<file path="config.mk">
export PLATFORM = sky130hd
export DESIGN_NAME = rr_pick
export DESIGN_NICKNAME = d
export VERILOG_FILES = /design/src/rtl/mux_arb_pkg.sv /design/src/rtl/rr_pick.sv
export SDC_FILE = /design/constraint.sdc
export NUM_CORES = 1
export LEC_CHECK = 0
export ABC_AREA = 1
export CELL_PAD_IN_SITES_DETAIL_PLACEMENT = 1
export CELL_PAD_IN_SITES_GLOBAL_PLACEMENT = 2
export CORE_ASPECT_RATIO = 1.1
export CORE_MARGIN = 3
export CORE_UTILIZATION = 26
export DETAILED_ROUTE_END_ITERATION = 10
export PLACE_DENSITY_LB_ADDON = 0.1
export SLEW_MARGIN = 15
export SYNTH_ARGS = -nofsm -noshare
export SYNTH_HDL_FRONTEND = slang
export SYNTH_SLANG_ARGS = --single-unit
</file>
<file path="constraint.sdc">
create_clock -name vclk -period 2.45
set_input_delay 0.6125 -clock vclk [all_inputs]
set_output_delay 0.6125 -clock vclk [all_outputs]
set_load 0.005 [all_outputs]
</file>
<file path="src/rtl/mux_arb_pkg.sv">
// Shared types and helpers for the round-robin arbiter in front of the 4:1 data mux.
package mux_arb_pkg;

  localparam int N_REQ = 4;
  localparam int SEL_W = 2;

  typedef enum logic {
    IDLE  = 1'b0,
    GRANT = 1'b1
  } arb_state_t;

  function automatic logic [SEL_W-1:0] onehot_to_idx(input logic [N_REQ-1:0] oh);
    logic [SEL_W-1:0] idx;
    idx = '0;
    for (int i = 0; i < N_REQ; i++) begin
      if (oh[i]) idx = SEL_W'(i);
    end
    return idx;
  endfunction

endpackage

</file>
<file path="src/rtl/rr_pick.sv">
// Combinational round-robin picker: first set request after 'last', wrapping around to 'last' itself.
module rr_pick
  import mux_arb_pkg::*;
(
  input  logic [N_REQ-1:0] req,
  input  logic [SEL_W-1:0] last,
  output logic [N_REQ-1:0] winner,
  output logic             valid
);

  // Scan last+1 .. last+4; the 2-bit add wraps naturally, so the final probe is 'last'.
  always_comb begin
    logic [SEL_W-1:0] idx;
    winner = '0;
    valid  = 1'b0;
    idx    = '0;
    for (int i = 1; i <= N_REQ; i++) begin
      idx = last + SEL_W'(i);
      if (!valid && req[idx]) begin
        winner[idx] = 1'b1;
        valid       = 1'b1;
      end
    end
  end

endmodule

</file>
==> summary.txt <==
Routing
  • Final WL: 1538 um
  • Drt drc: 0
  • WL/cell: 12.50 um
  • Routed via count: 593
  • Initial DRC count: 1
  • ANT nets after route: 0
  • Via density per instance: 4.821
  • TritonRoute pass-1 iters: 2

STA
  • Final setup viols: 0
  • Final min period: 2435 ps
  • Slew @ Worst Pin: 271.2 ps
  • Max_slew headroom: 81.92%
  • Final-report hold violation count: 0
  • Slew Limit Fails: 0
  • Fin Hold WS: 1808 ps
  • Period utilization: 99.38%
  • Fmax: 0.4107 GHz
  • Unrepaired setup endpoints after global routing: yes

Finish
  • Clk_buf instances: 0
  • Final core occ: 48.31%
  • FF/Latch Area: 0 um^2
  • Non-Filler Instances: 123
  • Area delta synth->final: 70.64%
  • Proportion of layout cells with a drive suffix above 1: 44.34%
  • Layout Nets: 122
  • Flip-flop and latch count: 0
  • # diodes: 0
  • Finished Cell Area: 770.7 um^2

Outcome
  • Status: finished, final reports clean

Worst setup path
  • Slowest cell on the critical path: ha_4
  • Slowest Stage Delay on Critical Path: 270 ps
  • Delay-heaviest family, CP: simple AND/OR/NAND/NOR gates
  • WP data required: 1840 ps
  • Worst Setup Start Kind: input port
  • Critical path type: in2out
  • Cell repeated most along the worst path: nand2_4
  • CP Max Fanout: 4
  • Setup crit end kind: primary output
  • Sequence of cells on the critical path: buf_8 > inv_4 > ha_4 > buf_6 > nand3_4 > nand2_4 > nand2_4 > nor2_4 > buf_4 > nand3_2 > nand2_1 > buf_2
  • WP buf/inv: 5
  • Critical Path AT: 1820 ps

Floorplanning
  • Die area: 2274 um^2
  • Die X: 45.74 um
  • Core Region: 1595 um^2
  • Rows: 15
  • Die Y: 49.72 um
  • Starting Density: 28.31%
  • I/O pin cnt: 11

Yosys
  • Sequential share of the synthesized area: 0%
  • Synth Net Count: 94
  • Syn. warnings: 0
  • Post-synth cell types: 12
  • Synthesized area: 451.7 um^2
  • Gate Count Post-Synth: 80
  • Syn Area/Cell: 5.646 um^2

Global route
  • Vias in the first global route: 665
  • Global-route wire length before repair: 2780 um
  • Antenna violations before repair: 0
  • Overflow after GRT: 0
  • Pin count of the biggest net entering global routing: 11
  • GRT Total Usage: 15.32%

Place
  • Routability cong.: 0.8347
  • Post-Place Cells: 118
  • Post-DP HPWL: 1169 um
  • Number of port buffers: 11
  • Area after DPL: 670.6 um^2

Clock tree
  • Cts hold-fix bufs: 0

Pwr
  • Design Power: 0.0001687 W
  • Pwr/cell area: 218.9 nW/um^2
  • Peak supply drop: 0.09357 mV
  • Leak Pwr: 0.4156 nW

Run
  • Maxcap violations: 0

Min path
  • Hold crit path type: in2out
==> timing repair <==
action / in CTS / in global routing
endpoints found under the setup margin: 5 / 5
pin swaps: 15 / 8
setup buffers: 7 / 0
resized for setup: 55 / 5
==> Yosys cell counts <==
| library cell | n | area [um^2] |
|---|---|---|
| nand2_1 | 26 | 97.59 |
| nand2_4 | 1 | 11.26 |
| inv_1 | 11 | 41.29 |
| nor2_4 | 1 | 11.26 |
| nor2_1 | 8 | 30.03 |
| inv_2 | 1 | 3.750 |
| o21a_1 | 1 | 7.510 |
| ha_1 | 8 | 100.1 |
| nand3_1 | 17 | 85.08 |
| nand2_2 | 3 | 18.77 |
| nand3_2 | 1 | 10.01 |
| nand3_4 | 2 | 35.03 |
==> cell usage in the layout, fill, tap and decap left out <==
master and instances:
nand3_4 3, nor2_4 1, inv_1 9, nand3_2 6, nor2_2 3, buf_6 6
nand3_1 11, ha_1 7, dlygate4sd2_1 4, buf_4 10, nand2_4 2, nor2_1 5
inv_4 3, nand2_1 22, clkbuf_2 1, o21a_1 1, buf_2 4, buf_8 1
nand2_2 6, ha_4 1
==> metrics by stage <==
step / worst slack (ps) / TNS, ps
6_report: 15.31 / 0
5_1_grt: -78.42 / -238.1
4_1_cts: -2.057 / -2.483
3_5_place_dp: -851.7 / -4029
3_3_place_gp: -832.1 / -3868
2_1_floorplan: 151.1 / 0
==> final cells by class <==
cell class / instances / area (um^2)
fillers: 214 / 824.5
inverters: 12 / 52.55
multi-input cells: 68 / 479.2
well taps: 17 / 21.27
repair buffers: 26 / 217.7
==> cell families after synthesis <==
kind of cell | synth area share (%)
AND/OR/NAND/NOR | 66.20
buffers and inverters | 9.972
adder cells (fa/ha/maj) | 22.16
AO/OA/AOI/OAI | 1.663
==> final timing paths <==
check / start / end / slack [ps] / depth (start not counted)
worst max-delay path: last[1] / winner[0] / 20 / 12
worst min-delay path: last[1] / winner[1] / 1810 / 8
==> power by group <==
| group | internal [W] | switching [W] | total (W) |
|---|---|---|---|
| registers | 0 | 0 | 0 |
| logic | 0.0000786 | 0.0000901 | 0.000169 |
| clock network | 0 | 0 | 0 |
==> per-layer routing <==
metal / vias up / GRT usage (%) / routed length [um]
met4: 0 / 0.9479 / 0
li1: 303 / - / -
met1: 284 / 17.39 / 598
met3: 0 / 0.3650 / 30
met5: - / 0 / 0
met2: 6 / 30.93 / 909
No activity file was read; power rests on OpenSTA's default activity.
